$ cat src/rtl/riscv_trace_pkg.sv
// Shared types and constants for the retire-trace transmitter.
// TRACE_CHECKSUM_EN appends an XOR checksum byte to every packet.
package riscv_trace_pkg;

    localparam logic [7:0] TRACE_SYNC  = 8'hA5;
    localparam int         TRACE_REC_W = 101;

`ifdef TRACE_CHECKSUM_EN
    localparam int TRACE_PKT_BYTES = 15;
`else
    localparam int TRACE_PKT_BYTES = 14;
`endif

    localparam int TRACE_PKT_W = TRACE_PKT_BYTES * 8;

    typedef enum logic {
        ST_IDLE,
        ST_SEND
    } trace_state_e;

    typedef struct packed {
        logic [31:0] pc;
        logic [31:0] instr;
        logic [4:0]  rd;
        logic [31:0] data;
    } trace_rec_t;

    // Lays a record out as the packet, first byte in the top bits.
    function automatic logic [TRACE_PKT_W-1:0] trace_pack(
        input trace_rec_t r
    );
        logic [111:0] body;
`ifdef TRACE_CHECKSUM_EN
        logic [7:0] sum;
`endif
        body = {TRACE_SYNC, r.pc, r.instr, 3'b000, r.rd, r.data};
`ifdef TRACE_CHECKSUM_EN
        sum = '0;
        for (int i = 0; i < 13; i++) begin
            sum = sum ^ body[i*8 +: 8];
        end
        return {body, sum};
`else
        return body;
`endif
    endfunction

endpackage

$ cat src/rtl/riscv_trace_if.sv
// Byte stream valid/ready link between the trace transmitter and a sink.
// master drives bytes, slave accepts them.
interface riscv_trace_if;

    logic       tx_valid;
    logic [7:0] tx_data;
    logic       tx_ready;

    modport master (
        output tx_valid,
        output tx_data,
        input  tx_ready
    );

    modport slave (
        input  tx_valid,
        input  tx_data,
        output tx_ready
    );

endinterface

$ cat src/rtl/riscv_trace_fifo.sv
// Synchronous record FIFO; full/empty derive from the registered count,
// so a push while full is refused even if a pop happens that cycle.
module riscv_trace_fifo #(
    parameter int DEPTH = 8,
    parameter int W     = 101
) (
    input  logic         clk,
    input  logic         reset,
    input  logic         push,
    input  logic [W-1:0] wdata,
    input  logic         pop,
    output logic [W-1:0] rdata,
    output logic         full,
    output logic         empty
);

    localparam int AW = $clog2(DEPTH);

    logic [W-1:0]  mem [DEPTH];
    logic [AW-1:0] wptr;
    logic [AW-1:0] rptr;
    logic [AW:0]   count;
    logic          do_push;
    logic          do_pop;

    assign full    = (count == (AW+1)'(DEPTH));
    assign empty   = (count == '0);
    assign do_push = push && !full;
    assign do_pop  = pop && !empty;
    assign rdata   = mem[rptr];

    always_ff @(posedge clk) begin
        if (do_push) begin
            mem[wptr] <= wdata;
        end
    end

    always_ff @(posedge clk) begin
        if (reset) begin
            wptr  <= '0;
            rptr  <= '0;
            count <= '0;
        end else begin
            if (do_push) begin
                wptr <= wptr + 1'b1;
            end
            if (do_pop) begin
                rptr <= rptr + 1'b1;
            end
            if (do_push && !do_pop) begin
                count <= count + 1'b1;
            end else if (!do_push && do_pop) begin
                count <= count - 1'b1;
            end
        end
    end

endmodule

$ cat src/rtl/riscv_trace_tx.sv
// Retire-trace transmitter: buffers write-back records and streams each
// as a sync-prefixed byte packet (checksum byte when TRACE_CHECKSUM_EN).
module riscv_trace_tx
    import riscv_trace_pkg::*;
#(
    parameter int DEPTH = 8,
    parameter int CNT_W = 16
) (
    input  logic              clk,
    input  logic              reset,
    input  logic              wb_valid,
    input  logic [31:0]       wb_pc,
    input  logic [31:0]       wb_instr,
    input  logic [4:0]        wb_rd,
    input  logic [31:0]       wb_data,
    riscv_trace_if.master     tx,
    output logic              overflow,
    output logic [CNT_W-1:0]  drop_cnt
);

    localparam int IDX_W = $clog2(TRACE_PKT_BYTES);
    localparam logic [IDX_W-1:0] LAST = IDX_W'(TRACE_PKT_BYTES - 1);

    trace_state_e           state_q;
    trace_state_e           state_d;
    logic [TRACE_PKT_W-1:0] pkt_q;
    logic [TRACE_PKT_W-1:0] pkt_d;
    logic [IDX_W-1:0]       idx_q;
    logic [IDX_W-1:0]       idx_d;
    logic                   pop;
    logic                   full;
    logic                   empty;
    trace_rec_t             wr_rec;
    trace_rec_t             head;

    assign wr_rec = '{
        pc:    wb_pc,
        instr: wb_instr,
        rd:    wb_rd,
        data:  wb_data
    };

    riscv_trace_fifo #(
        .DEPTH (DEPTH),
        .W     (TRACE_REC_W)
    ) u_fifo (
        .clk   (clk),
        .reset (reset),
        .push  (wb_valid),
        .wdata (wr_rec),
        .pop   (pop),
        .rdata (head),
        .full  (full),
        .empty (empty)
    );

    assign tx.tx_valid = (state_q == ST_SEND);
    assign tx.tx_data  = pkt_q[TRACE_PKT_W-1 -: 8];

    always_ff @(posedge clk) begin
        if (reset) begin
            state_q <= ST_IDLE;
            pkt_q   <= '0;
            idx_q   <= '0;
        end else begin
            state_q <= state_d;
            pkt_q   <= pkt_d;
            idx_q   <= idx_d;
        end
    end

    always_comb begin
        state_d = state_q;
        pkt_d   = pkt_q;
        idx_d   = idx_q;
        pop     = 1'b0;
        unique case (state_q)
            ST_IDLE: begin
                if (!empty) begin
                    pop     = 1'b1;
                    pkt_d   = trace_pack(head);
                    idx_d   = '0;
                    state_d = ST_SEND;
                end
            end
            ST_SEND: begin
                if (tx.tx_ready) begin
                    if (idx_q == LAST) begin
                        // Chain straight into the next record to avoid a bubble.
                        if (!empty) begin
                            pop   = 1'b1;
                            pkt_d = trace_pack(head);
                            idx_d = '0;
                        end else begin
                            state_d = ST_IDLE;
                        end
                    end else begin
                        pkt_d = pkt_q << 8;
                        idx_d = idx_q + 1'b1;
                    end
                end
            end
            default: state_d = ST_IDLE;
        endcase
    end

    always_ff @(posedge clk) begin
        if (reset) begin
            overflow <= 1'b0;
            drop_cnt <= '0;
        end else if (wb_valid && full) begin
            overflow <= 1'b1;
            if (drop_cnt != '1) begin
                drop_cnt <= drop_cnt + 1'b1;
            end
        end
    end

endmodule

$ cat src/flat_wrapper.sv
// flat-port wrapper written by rule: the top's interface ports become plain ports
module riscv_trace_tx_flat import riscv_trace_pkg::*;
#(
    parameter int DEPTH = 8,
    parameter int CNT_W = 16
)
  (clk, reset, wb_valid, wb_pc, wb_instr, wb_rd, wb_data, overflow, drop_cnt, tx_tx_valid, tx_tx_data, tx_tx_ready);
  riscv_trace_if tx_i ();
  input  logic clk;
  input  logic reset;
  input  logic wb_valid;
  input  logic [31:0] wb_pc;
  input  logic [31:0] wb_instr;
  input  logic [4:0] wb_rd;
  input  logic [31:0] wb_data;
  output logic overflow;
  output logic [CNT_W-1:0] drop_cnt;
  output wire logic [$bits(tx_i.tx_valid)-1:0] tx_tx_valid;
  output wire logic [$bits(tx_i.tx_data)-1:0] tx_tx_data;
  input wire logic [$bits(tx_i.tx_ready)-1:0] tx_tx_ready;
  assign tx_tx_valid = tx_i.tx_valid;
  assign tx_tx_data = tx_i.tx_data;
  assign tx_i.tx_ready = tx_tx_ready;
  riscv_trace_tx #(.DEPTH(DEPTH), .CNT_W(CNT_W)) u_core (.clk(clk), .reset(reset), .wb_valid(wb_valid), .wb_pc(wb_pc), .wb_instr(wb_instr), .wb_rd(wb_rd), .wb_data(wb_data), .tx(tx_i), .overflow(overflow), .drop_cnt(drop_cnt));
endmodule
$ cat config.mk
export PLATFORM = sky130hd
export DESIGN_NAME = riscv_trace_tx_flat
export DESIGN_NICKNAME = d
export VERILOG_FILES = /design/src/rtl/riscv_trace_pkg.sv /design/src/rtl/riscv_trace_if.sv /design/src/rtl/riscv_trace_fifo.sv /design/src/rtl/riscv_trace_tx.sv /design/src/flat_wrapper.sv
export SDC_FILE = /design/constraint.sdc
export NUM_CORES = 1
export LEC_CHECK = 0
export BUFFER_PORTS_ARGS = -buffer_cell sky130_fd_sc_hd__buf_2
export CORE_MARGIN = 8
export CORE_UTILIZATION = 60
export CTS_CLUSTER_DIAMETER = 200
export DETAILED_ROUTE_END_ITERATION = 8
export PLACE_DENSITY = 0.79
export SETUP_SLACK_MARGIN = 0.15
export SLEW_MARGIN = 20
export SYNTH_ARGS = -nofsm -noshare
export SYNTH_HDL_FRONTEND = slang
export SYNTH_HIERARCHICAL = 1
export SYNTH_SLANG_ARGS = --single-unit
$ cat constraint.sdc
create_clock -name clk -period 19.8 [get_ports clk]
set_input_delay 5.94 -clock clk [delete_from_list [all_inputs] [get_ports clk]]
set_output_delay 5.94 -clock clk [all_outputs]
set_load 0.02 [all_outputs]
## Yosys cells after proc, flatten, opt, wreduce, memory -nomap -nowiden

Memories as Yosys holds them, arrays and structs flattened. A register that Yosys moved wholly into a read port is not among the register bits.
Index checks and enable logic that the tools add are counted.

- Register bits: 144
- Bits in writable memories: 808
- Bits of input ports: 105
- Output and inout port bits: 26
- Word-level logic and storage cells: 53
- Memories kept: 1

Memories:

| name | depth | width | rd ports | clocked after memory_dff | wr ports | line | text |
|---|---|---|---|---|---|---|---|
| u_core.u_fifo.mem | 8 | 101 | 1 | 1 | 1 | riscv_trace_fifo.sv:19 | `logic [W-1:0] mem [DEPTH];` |

- Add/sub/neg operators: 6
- Equality and inequality tests: 4
- Mux-type cells: 21
- Bitwise logic cells: 1
- Reduce and logical (&&, ||, !) cells: 12

Operator list:

| operator | number |
|---|---|
| 2-to-1 mux 112 bit | 3 |
| case mux 112 bit (2 select lines) | 1 |
| 2-to-1 mux 4 bit | 5 |
| adder 16 x 1 -> 16 bit, second input constant | 1 |
| != test 16 bit, second input constant | 1 |
| adder 4 x 1 -> 4 bit, second input constant | 2 |
| equality test 4 bit, second input constant | 2 |
| case mux 4 bit (2 select lines) | 1 |
| 2-to-1 mux 1 bit | 7 |
| adder 3 x 1 -> 3 bit, second input constant | 2 |
| 2-to-1 mux 3 bit | 2 |
| logical AND 1 bit | 5 |
| logical NOT 1 bit | 4 |
| logical NOT 4 bit | 1 |
| case mux 1 bit (2 select lines) | 2 |
| subtractor 4 x 1 -> 4 bit, second input constant | 1 |
| != test 2 bit, second input constant | 1 |
| AND reduction 2 bit | 1 |
| nonzero test 2 bit | 1 |
| NOT 1 bit | 1 |

## Longest topological paths before layout

- Depth after elaboration: 9
- Mapped depth: 14
- Mapped depth without buffers: 13

## By module

Netlist, hierarchy kept.

By module, submodules not included:

| module | instances | cells an instance | area each (sq um) | seq. area each (sq um) |
|---|---|---|---|---|
| riscv_trace_fifo | 1 | 1240 | 30976.0 | 24523.5 |
| riscv_trace_tx | 1 | 624 | 5361.4 | 2682.6 |

## Least setup slack after synthesis

Ideal clock, no wire load.

- Path type: input-to-reg
- Start: in wb_valid
- End: mem u_core.u_fifo.mem[0][0], enable pin
- Setup time: 0.809 ns
- Data arrival time: 15.590 ns
- Required time: 18.991 ns
- Setup slack: 3.401 ns
- Stages on the path: 2
- Buffers on the path: 0
- Cell sequence: nand2_1 -> nor4_1

- Longest elaborated chain between the ends: 3

Ends and longest elaborated chain:

| what | line | text |
|---|---|---|
| from (decl) | flat_wrapper.sv:11 | `input logic wb_valid;` |
| logical AND 1 bit | riscv_trace_fifo.sv:28 | `assign do_push = push && !full;` |
| 2-to-1 mux 1 bit | riscv_trace_fifo.sv:33 | `if (do_push) begin` |
| 2-to-1 mux 1 bit (implied by the code) | riscv_trace_fifo.sv:34 | `mem[wptr] <= wdata;` |
| to (decl) | riscv_trace_fifo.sv:19 |  |

No other way between the ends.

## Final worst setup path

- Start: in tx_tx_ready
- End: reg u_core.u_fifo.count[3]

- Longest elaborated chain between the ends: 6
- Elaborated cells on any way between the ends: 8
- Those cells by class: mux: 3; reduce/logical: 5

Ends and longest elaborated chain:

| what | line | text |
|---|---|---|
| from (decl) | flat_wrapper.sv:20 | `input wire logic [$bits(tx_i.tx_ready)-1:0] tx_tx_ready;` |
| 2-to-1 mux 1 bit * | riscv_trace_tx.sv:87 | `if (tx.tx_ready) begin` |
| case mux 1 bit (2 select lines) * | riscv_trace_tx.sv:77 | `unique case (state_q)` |
| named net u_core.pop | riscv_trace_tx.sv:30 | `logic pop;` |
| logical AND 1 bit * | riscv_trace_fifo.sv:29 | `assign do_pop = pop && !empty;` |
| logical NOT 1 bit | riscv_trace_fifo.sv:50 | `if (do_push && !do_pop) begin` |
| logical AND 1 bit | riscv_trace_fifo.sv:50 |  |
| 2-to-1 mux 4 bit or nonzero test 2 bit (tied branches) | n/a |  |
| to (signal assigned) | riscv_trace_fifo.sv:51 | `count <= count + 1'b1;` |
| to (signal assigned) | riscv_trace_fifo.sv:53 | `count <= count - 1'b1;` |
| to (decl) | riscv_trace_fifo.sv:22 | `logic [AW:0] count;` |

Mark *: on every way through the listed nets, which the timed path passes. The rest lies on a longest branch.
A chain may end at the register's enable or synchronous reset.

==> flow_summary.toml <==
[flow_run]
max-cap-violations = 0

[setup_path]
startpoint_type = "primary input"
critPathMaxStageDelay_ns = 0.49
r2r_cells = 6
critPathTopFamily = "compound AO/OA/AOI/OAI gates"
crit_buf_inv = 3
crit_arrival_ns = 8.71
crit_path_end_kind = "register"
path_max_fanout = 46
required_ns = 20.31
regToRegEndpoint = "u_core/pkt_q[71]$_SDFFE_PP0P_"
startpoint = "tx_tx_ready"
cpMostUsedCell = "ha_1"
ff2ff_setup_slack_ns = 15.92
crit_path_top_delay_cell = "a21o_4"
path_class = "in2reg"
crit_chain = "buf_2 > nand4_1 > a21o_4 > inv_2 > o41ai_2 > ha_1 > inv_1 > ha_1 > a21oi_1 > a211oi_1 > a31oi_1 > mux2_2"

[layout]
syn2layout_area_growth_pct = 11.6
layout.area.seq_um2 = 27200
fillCellCount = 3685
multi_input_area_um2 = 8470
nNetsFinal = 2112
layout-drive-gt1-share = 0.299

[sta]
finalSetupViolations = 0
fin_tns_setup_ns = 0
max_freq_mhz = 122
final_hold_viol_count = 0
worst_slew_pin_slew_ns = 1.11
post-route-period-util = 0.414
post-route-min-period_ns = 8.20
rsz0062_at_grt = "no"
skew_ns = 0.0204
drv_slew = 0
slew_headroom = 0.260

[logic_synthesis]
async_flop_share = 0
yosysWarnings = 6
synth_flop_cell = "edfxtp_1"
synthMuxAreaShare = 0.158
synth-simple-area-share = 0.0406
yosysUniqueCellTypes = 54
syn-num-nets = 1978
ys_ff_latch = 955
synthAdderAreaFrac = 0.00331
synth_edf_count = 808
synth_compound_area_frac = 0.0275
avgSynthCellArea_um2 = 19.5
syn_inst = 1864
syn-cell-area_um2 = 36300
ys_seq_area_frac = 0.749
synth_top_family_by_area = "multiplexers"
synth_xor_xnor_area_share = 0.00169

[drt]
drtPass1Iterations = 5
viasPerCell = 6.30
route.met2.wl_mm = 39.0
routedLengthMet1_mm = 29.1
wl_per_cell_um = 25.9
wl_met3_mm = 4.48
drt_wl_total_mm = 74.3
vias = 18100
ant_nets = 0
top_layer = "met5"
drc_errors = 0
drt_iter0_drc = 1588

[worst_hold_path]
whs_endpoint = "u_core/overflow$_SDFFE_PP0P_"
whs_path_depth = 2
worstHoldPathType = "reg2reg"
hp-start = "u_core/overflow$_SDFFE_PP0P_"

[pwr]
power_leakage_uw = 0.0131
switching_share = 0.262
p_total_uw = 5090
intPower_uw = 3760
seqPwrFrac = 0.493
clkPwrFrac = 0.331
ir_worst_vdd_v = 0.0000877
power_density_nw_per_um2 = 125
p_sw_uw = 1330
combPwrFrac = 0.177

[cts]
cts_hold_buf = 0
cts_repair_resize_count = 0
cts-root-buf = "clkbuf_16"
clk-insertion-delay-late_ns = 0.64
cts_tree = "yes"
cts_buffers = 92
cts_setup_buffers = 0
tritoncts_num_sinks = 955
htree_num_levels = 3
cts_max_path_buffers = 3
path_clk_slew_ns = 0.06

[global_routing]
grt_pass1_wl_mm = 114
antenna_found_initial = 17
grt_pass1_vias = 19200
gr-total-overflow = 0
gr-usage-all-layers = 0.220
grt_start_max_net_pins = 99

[floorplanning]
ioPinCount = 131
die_h_um = 262
dieArea_um2 = 68700
core_area_um2 = 60100
num_rows = 90
die_w_um = 262
start_util = 0.604

[run_status]
status = "complete, no violations"

[placed_design]
gp_congestion = 0.756
hpwlAfterDp_mm = 41.0
port_buffers = 130
[worst register-to-register path, cell delays in order, from the launching register on]
cell and delay (ns):
dfxtp_4 0.99, buf_4 0.92, buf_4 0.64, mux4_2 0.58
mux2_2 0.32, o22ai_1 0.24, nor3_1 0.07
[power by group through the flow]
stage                     clock (uW)  sequential, uW  combinational [uW]
after floorplan                    0            2500                 720
after global placement             0            2530                 861
after detailed placement           0            2550                 890
after CTS                       1710            2510                 903
after global routing            1790            2520                 973
final                           1680            2510                 898
[how the worst max path moves through the flow]
stage | cells after the start | slack (ns) | endpoint
after global routing | 12 | 11.49 | u_core/u_fifo/count[3]$_SDFFE_PP0P_
after CTS | 12 | 11.71 | u_core/u_fifo/count[3]$_SDFFE_PP0P_
after floorplan | 2 | 3.40 | u_core/u_fifo/mem[0][0]$_DFFE_PP_
after detailed placement | 12 | 11.06 | u_core/u_fifo/count[3]$_SDFFE_PP0P_
after global placement | 12 | 11.11 | u_core/u_fifo/count[3]$_SDFFE_PP0P_
final | 12 | 11.60 | u_core/u_fifo/count[3]$_SDFFE_PP0P_
[Yosys cell counts (all sizes together) (9+ instances only)]
cell	instances	area [um^2]
clkbuf	39	146
nor2	139	524
buf	79	569
a21oi	18	90.1
edfxtp	808	24300
a22oi	15	113
mux2	103	1160
nand4	9	86.3
o22ai	97	607
nor3	98	490
o21ai	9	45.0
nand3	15	80.1
mux4	202	4550
dfxtp	147	2940
nand2	10	37.5
[cell usage in the layout (no fill, tap or decap), types with 4 or more instances in the layout]
cell,n
clkbuf_16,95
o22ai_1,97
buf_4,26
nand4_1,7
inv_6,4
bufinv_16,5
clkbuf_1,28
diode_2,15
o21ai_0,9
dfxtp_1,144
nor2_1,135
a21oi_1,18
nand3_1,13
mux2_2,102
mux4_2,202
a22oi_1,15
clkinv_1,14
xor2_1,4
edfxtp_1,808
nor3_2,4
nand2b_1,6
or3_1,8
o31ai_1,4
clkinv_2,16
nor3_1,94
inv_1,4
buf_2,129
ha_1,8
clkbuf_8,5
nand2_1,10
[registers in the layout (all words and copies together) (netlist names), named ones only]
name                 cells
u_core/u_fifo/mem      808
u_core/pkt_q           112
u_core/drop_cnt         16
u_core/idx_q             4
u_core/u_fifo/count      4
u_core/u_fifo/rptr       3
u_core/u_fifo/wptr       3
u_core/overflow          1
u_core/tx.tx_valid       1
[cell type report]
type,instances,share of cell area
flip-flops and latches,955,0.671
clock buffers,128,0.0629
diodes,15,0.000926
well taps,782,0.0241
repair buffers,158,0.0222
inverters,6,0.000556
multi-input cells,785,0.209
clock inverters,43,0.00910
[metal layers]
layer | global-route usage | up-vias
met5 | 0 | -
met4 | 0.0655 | 12
met3 | 0.0416 | 127
met1 | 0.281 | 9476
met2 | 0.384 | 577
li1 | - | 7888
[kinds of logic (layout without fill, tap and decap cells)]
logic type	after synthesis	after routing
AOI/OAI and AO/OA	156	156
xor gates and xnor gates	7	7
adders and majority gates	9	9
buffers and inverters	124	335
DFF	955	955
muxes	308	308
other	0	15
and+or+nand+nor	305	305
[stage by stage]
| stage | utilization | setup slack (ns) | cells | hold slack (ns) | instance area [um^2] |
|---|---|---|---|---|---|
| 2_1_floorplan | - | 3.40 | 1864 | 0.461 | 36300 |
| 3_3_place_gp | 0.625 | 11.11 | 2685 | 0.448 | 37600 |
| 3_5_place_dp | 0.625 | 11.06 | 2685 | 0.463 | 37600 |
| 4_1_cts | 0.673 | 11.71 | 2856 | 0.479 | 40500 |
| 5_1_grt | 0.674 | 11.49 | 2863 | 0.520 | 40500 |
| 6_report | 0.674 | 11.60 | 2872 | 0.475 | 40500 |
(Power assumes the default switching activity.)
